==> config.mk <==
export PLATFORM = sky130hd
export DESIGN_NAME = logwr
export DESIGN_NICKNAME = d
export VERILOG_FILES = /design/src/rtl/logwr.sv
export SDC_FILE = /design/constraint.sdc
export NUM_CORES = 1
export LEC_CHECK = 0
export ABC_AREA = 1
export CAP_MARGIN = 10
export CELL_PAD_IN_SITES_DETAIL_PLACEMENT = 1
export CELL_PAD_IN_SITES_GLOBAL_PLACEMENT = 1
export CORE_MARGIN = 5
export CORE_UTILIZATION = 35
export CTS_BUF_LIST = sky130_fd_sc_hd__clkbuf_16
export DETAILED_ROUTE_END_ITERATION = 6
export GPL_TIMING_DRIVEN = 0
export PLACE_DENSITY = 0.85
export SYNTH_ARGS = -nofsm -noshare
export SYNTH_HDL_FRONTEND = slang
export SYNTH_SLANG_ARGS = --single-unit
==> constraint.sdc <==
create_clock -name i_clk -period 2.9 [get_ports i_clk]
set_clock_uncertainty 0.2 [all_clocks]
set_input_delay 0.58 -clock i_clk [delete_from_list [all_inputs] [get_ports i_clk]]
set_output_delay 0.58 -clock i_clk [all_outputs]
set_load 0.01 [all_outputs]
==> src/rtl/logwr.sv <==
// Hardware log writer: turns event records into complete log-buffer entries over a simple bus,
// keeping its own ring head and preserving the software-owned read index.
//
// state | meaning
// IDLE  | waiting for an event; evt_rdy follows en
// RDIX  | reading the buffer index word to capture the read index (get)
// WRIX  | writing {head, get}: sets put, keeps get, rewinds slot pointers
// DATA  | writing one byte per slot, record bytes then zero padding
// DONE  | entry complete, advance ring head
module logwr #(
  parameter  int NUM_ENTRIES = 32,
  parameter  int NUM_SLOTS   = 64,
  parameter  int REC_BYTES   = 8,
  localparam int LEN_W       = $clog2(REC_BYTES + 1),
  localparam int HEAD_W      = $clog2(NUM_ENTRIES),
  localparam int SLOT_W      = $clog2(NUM_SLOTS),
  localparam int BIDX_W      = $clog2(REC_BYTES)
) (
  input  logic                   i_clk,
  input  logic                   i_rst_n,
  input  logic                   i_en,
  input  logic                   i_evt_vld,
  output logic                   o_evt_rdy,
  input  logic [8*REC_BYTES-1:0] i_evt_data,
  input  logic [LEN_W-1:0]       i_evt_len,
  output logic                   o_m_stb,
  output logic                   o_m_we,
  output logic                   o_m_addr,
  output logic [31:0]            o_m_dout,
  input  logic [31:0]            i_m_din,
  input  logic                   i_m_ack,
  output logic                   o_busy,
  output logic [HEAD_W-1:0]      o_head
);

  typedef enum logic [2:0] {
    S_IDLE,
    S_RDIX,
    S_WRIX,
    S_DATA,
    S_DONE
  } state_t;

  state_t                          r_state;
  state_t                          w_state_nxt;
  logic [HEAD_W-1:0]               r_head;
  logic [SLOT_W-1:0]               r_slot;
  logic [15:0]                     r_get;
  logic [REC_BYTES-1:0][7:0]       r_rec;
  logic [LEN_W-1:0]                r_len;

  logic                            w_accept;
  logic [LEN_W-1:0]                w_len_clamped;
  logic                            w_last_slot;
  logic                            w_in_record;
  logic [7:0]                      w_byte;
  logic [HEAD_W-1:0]               w_head_nxt;
  logic [15:0]                     w_unused_din;

  // Only the low half of the index word carries the read index.
  assign w_unused_din  = i_m_din[31:16];

  assign o_evt_rdy     = i_rst_n & i_en & (r_state == S_IDLE);
  assign w_accept      = i_evt_vld & o_evt_rdy;
  assign w_len_clamped = (i_evt_len > LEN_W'(REC_BYTES)) ? LEN_W'(REC_BYTES) : i_evt_len;
  assign w_last_slot   = (r_slot == SLOT_W'(NUM_SLOTS - 1));
  assign w_in_record   = (r_slot < SLOT_W'(r_len));
  assign w_byte        = w_in_record ? r_rec[r_slot[BIDX_W-1:0]] : 8'h00;
  assign w_head_nxt    = (r_head == HEAD_W'(NUM_ENTRIES - 1)) ? '0 : r_head + HEAD_W'(1);

  assign o_busy        = (r_state != S_IDLE);
  assign o_head        = r_head;

  always_comb begin
    w_state_nxt = r_state;
    case (r_state)
      S_IDLE: if (w_accept) w_state_nxt = S_RDIX;
      S_RDIX: if (i_m_ack) w_state_nxt = S_WRIX;
      S_WRIX: if (i_m_ack) w_state_nxt = S_DATA;
      S_DATA: if (i_m_ack && w_last_slot) w_state_nxt = S_DONE;
      S_DONE: w_state_nxt = S_IDLE;
      default: w_state_nxt = S_IDLE;
    endcase
  end

  // Bus outputs decode purely from registered state, so they hold while ack is low.
  always_comb begin
    o_m_stb  = 1'b0;
    o_m_we   = 1'b0;
    o_m_addr = 1'b0;
    o_m_dout = 32'h0;
    case (r_state)
      S_RDIX: begin
        o_m_stb  = 1'b1;
        o_m_addr = 1'b1;
      end
      S_WRIX: begin
        o_m_stb  = 1'b1;
        o_m_we   = 1'b1;
        o_m_addr = 1'b1;
        o_m_dout = {16'(r_head), r_get};
      end
      S_DATA: begin
        o_m_stb  = 1'b1;
        o_m_we   = 1'b1;
        o_m_dout = {24'h0, w_byte};
      end
      default: ;
    endcase
  end

  always_ff @(posedge i_clk) begin
    if (!i_rst_n) begin
      r_state <= S_IDLE;
      r_head  <= '0;
      r_slot  <= '0;
      r_get   <= '0;
      r_rec   <= '0;
      r_len   <= '0;
    end else begin
      r_state <= w_state_nxt;
      case (r_state)
        S_IDLE: begin
          if (w_accept) begin
            r_rec <= i_evt_data;
            r_len <= w_len_clamped;
          end
        end
        S_RDIX: if (i_m_ack) r_get <= i_m_din[15:0];
        S_WRIX: if (i_m_ack) r_slot <= '0;
        S_DATA: begin
          if (i_m_ack) r_slot <= w_last_slot ? '0 : r_slot + SLOT_W'(1);
        end
        S_DONE: r_head <= w_head_nxt;
        default: ;
      endcase
    end
  end

endmodule

==> reports/results.txt, run 1 <==
Slowest cell on crit path - dfxtp_4
Starting Density - 35.85%
Routed Antenna Nets - 0
CP Launch Type - flop
Area contributors post-synth - dfxtp_1 41%, nand2_1 9.2%, a21oi_1 8.4%, inv_1 8.0%, o21ai_0 6.8%
Worst Tran Pin Value - 0.6743 ns
Buffers on Ports - 118
Die area - 0.01605 mm²
Seq/Total Area, Yosys - 41.17%
Top Family by Delay on Critical Path - simple AND/OR/NAND/NOR gates
Worst-path cell chain - ha_4 > nand2_1 > nand4_1 > a21oi_4 > buf_6 > nand4_1 > nand2_1 > clkdlybuf4s15_2
H-tree depth - 3
Layout cells sized above 1 - 10.01%
Number of instances in the placed design - 995
Post-Route WL - 17,150 µm
Buf/Inv on CP - 2
Hold path cells - 2
Clock sinks - 98
Top FF cell, synth - dfxtp_1
Crit end category - output pin
Hold Crit Class - reg2reg
Remaining DRCs - 0
Pwr Density - 620.9 mW/mm²
Worst setup path category - reg2out
Max Clock Freq - 350.7 MHz
Crit path max fanout - 7
Final Power - 0.004128 W
Reg-to-reg startpoint - r_state[0]
Synth warn - 0
Io pins - 147
Overall global routing resource usage - 21.00%
Row count - 42
Worst VDD drop - 363.1 µV
Initial antenna violation count - 0
Total area of sequential cells - 0.001967 mm²
Clock transition at path regs - 0.07 ns
DRT iter0 DRCs - 307
Status - complete, no violations
Num CTS Buffers - 9
Syn avg cell area - 6.897 µm²
Largest net degree at the start of global routing - 17
Vias in the first global route - 5,252
Synth area leader - dfxtp_1
Die H - 126.7 µm
CP max stage delay - 0.37 ns
Drt pass-1 iters - 4
Post-DP HPWL - 13,020 µm
First-pass GRT wire length - 26,780 µm
Post-synthesis cell count - 691
Rel. slew slack - 55.05%
FFs w/ async S/R, synth - 0%
Clk Latency, worst-skew pair - 0.35 ns
Seq cells post-synth - 98
Drt wl/cell - 16.89 µm
Most instantiated cells after synthesis - 117 x nand2_1, 102 x inv_1, 98 x dfxtp_1
Synth Cell Area - 0.004766 mm²
P&R area growth vs syn - 39.49%
Final setup fails - 0
CP Data Required Time - 2.12 ns
Post-synth top area share - 41.17%
CP Depth - 8
Number of distinct library cells after synthesis - 27
Crit path from - r_slot[3]
Final Cycle Share - 98.34%
Top-count cell post-synth - nand2_1
CTS tree - built
Number of fill cells - 1,693
Final Hold Vio Count - 0
Core Area - 0.01330 mm²
Die Wd - 126.7 µm
Total inserted antenna cells - 0
Area of the multi-input gates - 0.002136 mm²
Leak - 2.837 nW
Max Slew Vio Count - 0
Layout Cells excl Fill - 1,015
R2r worst-path depth - 8
Hold Crit Start - r_rec[29]
Fin crit period - 2.852 ns
Root Buffer Master - clkbuf_16
Nets - 945
Grt ovf - 0
Setup TNS - 0 ns
Routed via count - 5,040
Max_cap viols - 0
Final GP Congestion - 0.8803
CTS Buffer Depth - 2
CP arrival - 2.07 ns
Post-synth EDFFs - 0
Vias per cell - 4.966
[worst min-delay path, stage by stage, from the launching register on]
cell	delay (ns)
dfxtp_1	0.30
inv_1	0.06
a21oi_1	0.05
[report_power, final]
part	switching (W)	total, W	internal (W)
sequential	0.0000692	0.00158	0.00151
combinational	0.000682	0.00117	0.000486
clock	0.000540	0.00138	0.000843
[metrics by stage]
stage | cell area (µm²) | hold slack [ns] | util (%) | worst slack [ns]
after floorplan | 4803 | 0.2292 | - | 0.8007
after global placement | 6205 | 0.2384 | 46.67 | -0.1455
after detailed placement | 6205 | 0.2474 | 46.67 | -0.2062
after CTS | 6609 | 0.2586 | 49.71 | -0.2173
after global routing | 6648 | 0.2755 | 50.00 | -0.01596
final | 6648 | 0.2534 | 50.00 | 0.04816
[cell usage in the layout (no fill, tap or decap), types with 6 or more instances in the layout]
master and count:
a21oi_1 79, o21ai_1 27, buf_4 19, dfxtp_1 96
o21ai_0 65, inv_1 101, buf_2 6, nand4_1 11
nand3_1 57, clkbuf_16 9, clkbuf_1 10, conb_1 11
clkdlybuf4s50_1 110, nor2_1 58, nand2_1 116, buf_6 12
[sequential cells by signal (all words and copies together), names as in the netlist]
signal and count:
r_len 4, o_head 5, r_state 3, r_get 16, r_slot 6, r_rec 64
[repair_timing]
action	4_1_cts	5_1_grt
pin swaps	3	4
endpoints found under the setup margin	18	9
resized for setup	34	16
buffers inserted	3	1
hold buffers	0	0
endpoints found under the hold margin	0	0
gates cloned	0	0
[logic make-up (layout without fill, tap and decap cells)]
family	after synthesis	in the layout	synth area share, %
and+or+nand+nor	257	257	23.58
AOI/OAI and AO/OA	173	173	18.25
buffers and inverters	156	294	15.36
DFF	98	98	41.17
adders and majority gates	6	6	1.575
other	1	11	0.07869
[per-layer routing]
layer	GRT usage (%)	up-vias	share of wire [%]
met5	0	-	0
met4	8.013	0	2.7
met3	2.984	29	4.9
met2	36.67	123	51
met1	26.15	2409	41
li1	-	2479	-
[final timing paths]
| path | to | slack, ns |
|---|---|---|
| setup / recovery | o_m_dout[1] | 0.05 |
| hold / removal | r_rec[29] | 0.25 |
| setup reg to reg | r_get[11] | 1.17 |
| hold reg to reg | r_rec[29] | 0.25 |
[cell type report]
cell class                      count  share of cell area (%)
Multi-Input combinational cell    447                   32.13
Sequential cell                    98                   29.59
Timing Repair Buffer              122                   18.16
Inverter                          106                   6.042
Buffer                             50                   5.590
Clock buffer                        9                   3.388
Tap cell                          176                   3.313
Clock inverter                      7                   1.788
Note: power is estimated with default switching activity, not from simulation.
==> run 2, diff against run 1 <==
Settings changed: CORE_ASPECT_RATIO set to 1.1, CORE_MARGIN 5 to 2.
==> reports/results.txt, run 2 (same netlist as run 1, synthesis figures left out) <==
Worst VDD drop - 393.4 µV (was 363.1 µV)
Routed Antenna Nets - 0 (unchanged)
Unrepaired setup endpoints after global routing - false
Die Wd - 115.3 µm (was 126.7 µm)
Final core occ - 49.71% (was 50.00%)
CP Launch Type - flop (unchanged)
Max_cap viols - 0 (unchanged)
Crit end category - output pin (unchanged)
Io pins - 147 (unchanged)
Final WS setup - 0.05280 ns (was 0.04816 ns)
Core Area - 0.01327 mm² (was 0.01330 mm²)
Rel. slew slack - 54.86% (was 55.05%)
Post-DP HPWL - 12,450 µm (was 13,020 µm)
Drt pass-1 iters - 4 (unchanged)
Vias per cell - 4.910 (was 4.966)
Status - complete, no violations (unchanged)
Starting Density - 35.92% (was 35.85%)
Nets - 947 (was 945)
P&R area growth vs syn - 38.38% (was 39.49%)
Final Cycle Share - 98.18% (was 98.34%)
Final Hold Vio Count - 0 (unchanged)
DRT iter0 DRCs - 251 (was 307)
Initial antenna violation count - 0 (unchanged)
Drt wl/cell - 16.16 µm (was 16.89 µm)
Die H - 126.4 µm (was 126.7 µm)
Clock transition at path regs - 0.07 ns (about the same)
Max Clock Freq - 351.2 MHz (was 350.7 MHz)
Layout cells sized above 1 - 10.46% (was 10.01%)
Routed via count - 5,033 (was 5,040)
Vias in the first global route - 5,436 (was 5,252)
CP Data Required Time - 2.12 ns (about the same)
Grt ovf - 0 (unchanged)
Setup WS pre-CTS - -0.2427 ns (was -0.2062 ns)
Largest Register - r_rec (unchanged)
CTS tree - built (unchanged)
Crit path max fanout - 5 (was 7)
First-pass GRT wire length - 26,550 µm (was 26,780 µm)
Pwr Density - 599.1 mW/mm² (was 620.9 mW/mm²)
Clock sinks - 98 (unchanged)
Final Power - 0.003951 W (was 0.004128 W)
Placed cell area - 0.006215 mm² (was 0.006205 mm²)
Remaining DRCs - 0 (unchanged)
Root Buffer Master - clkbuf_16 (unchanged)
Num CTS Buffers - 9 (unchanged)
Total inserted antenna cells - 0 (unchanged)
Die area - 0.01457 mm² (was 0.01605 mm²)
R2r worst-path depth - 7 (was 8)
Leak - 2.793 nW (was 2.837 nW)
Fin crit period - 2.847 ns (was 2.852 ns)
Final GP Congestion - 0.8368 (was 0.8803)
Final setup fails - 0 (unchanged)
Max Slew Vio Count - 0 (unchanged)
Number of fill cells - 1,707 (was 1,693)
Row count - 44 (was 42)
Worst Tran Pin Value - 0.6771 ns (was 0.6743 ns)
Clk Latency, worst-skew pair - 0.35 ns (about the same)
Worst setup path category - reg2out (unchanged)
CP arrival - 2.07 ns (about the same)
Post-route cell area - 0.006595 mm² (was 0.006648 mm²)
Overall global routing resource usage - 22.99% (was 21.00%)
CTS Buffer Depth - 2 (unchanged)
Hold path cells - 2 (unchanged)
Commonest non-fill, non-tap cell in the layout - nand2_1 (unchanged)
Most frequent cells in the layout - 117 x nand2_1, 110 x clkdlybuf4s50_1, 101 x inv_1 (was 116 x nand2_1, 110 x clkdlybuf4s50_1, 101 x inv_1)
Number of flip-flops in the largest register - 64 (unchanged)
Biggest regs - r_rec (64), r_get (16), r_slot (6) (unchanged)
H-tree depth - 3 (unchanged)
Buffers on Ports - 118 (unchanged)
Hold Crit Class - reg2reg (unchanged)
Post-Route WL - 16,570 µm (was 17,150 µm)
Largest net degree at the start of global routing - 17 (unchanged)
## run 2: cell count changes in the layout (fill, tap and decap cells not counted), sizes merged
cell / previous run / this run
dlymetal6s2s: 1 / 0
dlygate4sd2: 4 / 1
clkbuf: 27 / 33
bufinv: 3 / 1
inv: 106 / 105
clkinvlp: 1 / 2
clkinv: 3 / 5
## run 2: worst paths after layout
check | startpoint | endpoint | slack, ns
max | r_slot[3] | o_m_dout[6] | 0.05
min | r_get[8] | r_get[8] | 0.26
max reg2reg | r_state[2] | r_rec[19] | 1.14
min reg2reg | r_get[8] | r_get[8] | 0.26
## run 2: worst max-delay path, stage by stage, from the launching register on
cell             delay (ns)
dfxtp_4                0.37
ha_4                   0.24
nand2_1                0.05
nand4_1                0.11
buf_4                  0.18
a21oi_4                0.15
buf_4                  0.14
nand4_1                0.08
nand2_1                0.13
clkdlybuf4s15_1        0.25
## run 2: power by group
| part | switching, W | internal (W) | leakage, nW |
|---|---|---|---|
| Sequential | 0.0000721 | 0.00151 | 0.799 |
| Clock | 0.000550 | 0.000668 | 0.143 |
| Combinational | 0.000673 | 0.000481 | 1.85 |
| Total | 0.00130 | 0.00266 | 2.79 |
## run 2: final cells by class
| cell class | count | area, µm² | area share, % |
|---|---|---|---|
| clock buffer | 9 | 225.2 | 3.415 |
| buffer | 50 | 372.9 | 5.654 |
| clock inverter | 7 | 71.32 | 1.081 |
| tap | 184 | 230.2 | 3.491 |
| inverter | 106 | 400.4 | 6.071 |
| multi-input combinational | 447 | 2133 | 32.35 |
| timing repair buffer | 124 | 1195 | 18.12 |
| sequential | 98 | 1967 | 29.82 |
## run 2: metal layers
layer | vias to the layer above | global-route usage, % | routed length, µm
met5 | - | 0 | 0
met4 | 0 | 6.875 | 318
met3 | 29 | 4.634 | 892
met2 | 156 | 40.83 | 8269
met1 | 2373 | 27.80 | 7088
li1 | 2475 | - | -
## run 2: repair_timing
action	4_1_cts	5_1_grt
cloned	0	0
resized for setup	34	14
buffers inserted	5	1
endpoints found under the setup margin	11	7
hold buffers	0	0
pin swaps	3	5
## run 2: through the flow
step	instances	hold WS (ns)	setup TNS [ns]
6_report	1025	0.2596	0
2_1_floorplan	701	0.2292	0
4_1_cts	1024	0.2576	0
3_5_place_dp	1003	0.2474	-1.257
3_3_place_gp	1003	0.2384	-1.137
5_1_grt	1025	0.2801	0
==> run 3, diff against run 2 <==
Settings changed: GPL_TIMING_DRIVEN 0 to not set, PLACE_DENSITY 0.85 to not set, PLACE_DENSITY_LB_ADDON set to 0.05.
==> reports/results.txt, run 3 (same netlist as run 1, synthesis figures left out) <==
Commonest non-fill, non-tap cell in the layout - nand2_1 (unchanged)
Final Cycle Share - 95.47% (was 98.18%)
CP Data Required Time - 2.12 ns (about the same)
First-pass GRT wire length - 23,560 µm (was 26,550 µm)
Hold Crit Start - r_rec[6] (was r_get[8])
Drt pass-1 iters - 4 (unchanged)
Worst VDD drop - 324.1 µV (was 393.4 µV)
Worst Tran Pin Value - 0.8236 ns (was 0.6771 ns)
Reg-to-reg startpoint - r_slot[0] (was r_state[2])
Leak - 2.646 nW (was 2.793 nW)
Layout Cells excl Fill - 985 (was 1,025)
Vias in the first global route - 4,988 (was 5,436)
Postcts setup bufs - 0 (was 5)
Crit path max fanout - 7 (was 5)
Vias per cell - 4.813 (was 4.910)
Max Clock Freq - 361.2 MHz (was 351.2 MHz)
CTS Buffer Depth - 2 (unchanged)
Max Slew Vio Count - 0 (unchanged)
Routed Antenna Nets - 0 (unchanged)
CP arrival - 1.99 ns (was 2.07 ns)
H-tree depth - 3 (unchanged)
Total inserted antenna cells - 0 (unchanged)
Row count - 44 (unchanged)
Clock sinks - 98 (unchanged)
Fin crit period - 2.769 ns (was 2.847 ns)
Post-Route WL - 14,590 µm (was 16,570 µm)
Root Buffer Master - clkbuf_16 (unchanged)
Num CTS Buffers - 9 (unchanged)
Routed via count - 4,741 (was 5,033)
CP max stage delay - 0.31 ns (was 0.37 ns)
Rel. slew slack - 45.09% (was 54.86%)
CP Launch Type - flop (unchanged)
Post-CTS resize count - 11 (was 34)
Worst-path cell chain - inv_1 > ha_1 > nand2_1 > nand4_1 > a21oi_2 > buf_4 > nand4_1 > nand2_1 > dlygate4sd2_1 (was ha_4 > nand2_1 > nand4_1 > buf_4 > a21oi_4 > buf_4 > nand4_1 > nand2_1 > clkdlybuf4s15_1)
Post-route cell area - 0.006307 mm² (was 0.006595 mm²)
Placed cell area - 0.006031 mm² (was 0.006215 mm²)
Crit end category - output pin (unchanged)
Initial antenna violation count - 0 (unchanged)
Core Area - 0.01327 mm² (unchanged)
Final Hold Vio Count - 0 (unchanged)
Biggest regs - r_rec (64), r_get (16), r_slot (6) (unchanged)
Drt wl/cell - 14.82 µm (was 16.16 µm)
CTS tree - built (unchanged)
Buf/Inv on CP - 3 (unchanged)
Crit path from - r_len[3] (was r_slot[3])
Max_cap viols - 0 (unchanged)
Final GP Congestion - 0.8317 (was 0.8368)
Hold Crit Class - reg2reg (unchanged)
Die H - 126.4 µm (unchanged)
Most frequent cells in the layout - 117 x nand2_1, 110 x clkdlybuf4s50_1, 104 x inv_1 (was 117 x nand2_1, 110 x clkdlybuf4s50_1, 101 x inv_1)
Die area - 0.01457 mm² (unchanged)
Number of flip-flops in the largest register - 64 (unchanged)
Final core occ - 47.54% (was 49.71%)
Overall global routing resource usage - 20.42% (was 22.99%)
Status - complete, no violations (unchanged)
Hold_buf cts - 0 (unchanged)
Final setup fails - 0 (unchanged)
Clock transition at path regs - 0.07 ns (about the same)
Die Wd - 115.3 µm (unchanged)
Nets - 908 (was 947)
Slowest cell on crit path - dfxtp_1 (was dfxtp_4)
Worst setup path category - reg2out (unchanged)
Setup TNS - 0 ns (unchanged)
Largest Register - r_rec (unchanged)
DRT iter0 DRCs - 168 (was 251)
Remaining DRCs - 0 (unchanged)
Layout cells sized above 1 - 5.493% (was 10.46%)
Grt ovf - 0 (unchanged)
Top Family by Delay on Critical Path - buffers and inverters (unchanged)
Io pins - 147 (unchanged)
Post-DP HPWL - 10,610 µm (was 12,450 µm)
Clk Latency, worst-skew pair - 0.34 ns (was 0.35 ns)
Buffers on Ports - 119 (was 118)
Starting Density - 35.92% (unchanged)
Unrepaired setup endpoints after global routing - false (unchanged)
Number of instances in the placed design - 970 (was 1,003)
Largest net degree at the start of global routing - 94 (was 17)
P&R area growth vs syn - 32.34% (was 38.38%)
Pwr Density - 598.0 mW/mm² (was 599.1 mW/mm²)
run 3: cell type report:
| type | instances | area [µm²] |
|---|---|---|
| clock buffers | 9 | 225.2 |
| clock inverters | 6 | 51.30 |
| fillers | 1699 | 6960 |
| inverters | 106 | 399.1 |
| multi-input cells | 447 | 2113 |
| flip-flops and latches | 98 | 1962 |
| well taps | 184 | 230.2 |
| repair buffers | 135 | 1326 |
run 3: metrics by stage:
step | total power [W] | worst slack, ns | hold slack [ns]
finish | 0.003772 | 0.1314 | 0.2543
global route | 0.004001 | 0.007181 | 0.2722
CTS | 0.003828 | 0.09101 | 0.2582
detailed placement | 0.002648 | 0.2104 | 0.2488
global placement | 0.002608 | 0.2007 | 0.2402
floorplan | 0.002253 | 0.8007 | 0.2292
run 3: power by group:
part / switching [W] / internal (W) / leakage, nW / total (W)
Combinational: 0.000606 / 0.000425 / 1.70 / 0.00103
Sequential: 0.0000711 / 0.00151 / 0.798 / 0.00158
Clock: 0.000509 / 0.000652 / 0.145 / 0.00116
run 3: final timing paths:
path | endpoint | slack, ns | cells after the start
min | r_rec[6] | 0.25 | 2
max | o_m_dout[7] | 0.13 | 9
min reg2reg | r_rec[6] | 0.25 | 2
max reg2reg | r_state[1] | 1.02 | 8
run 3: worst min-delay path, stage by stage, from the launching register on:
cell and delay (ns):
dfxtp_1 0.30, inv_1 0.06, a21oi_1 0.05
run 3: routing by layer:
metal / part of all wire, % / GRT usage [%] / vias up
met5: 0 / 0 / -
met4: 1.7 / 7.654 / 0
met3: 5.1 / 4.300 / 20
met2: 50 / 36.12 / 93
met1: 44 / 24.03 / 2236
li1: - / - / 2392
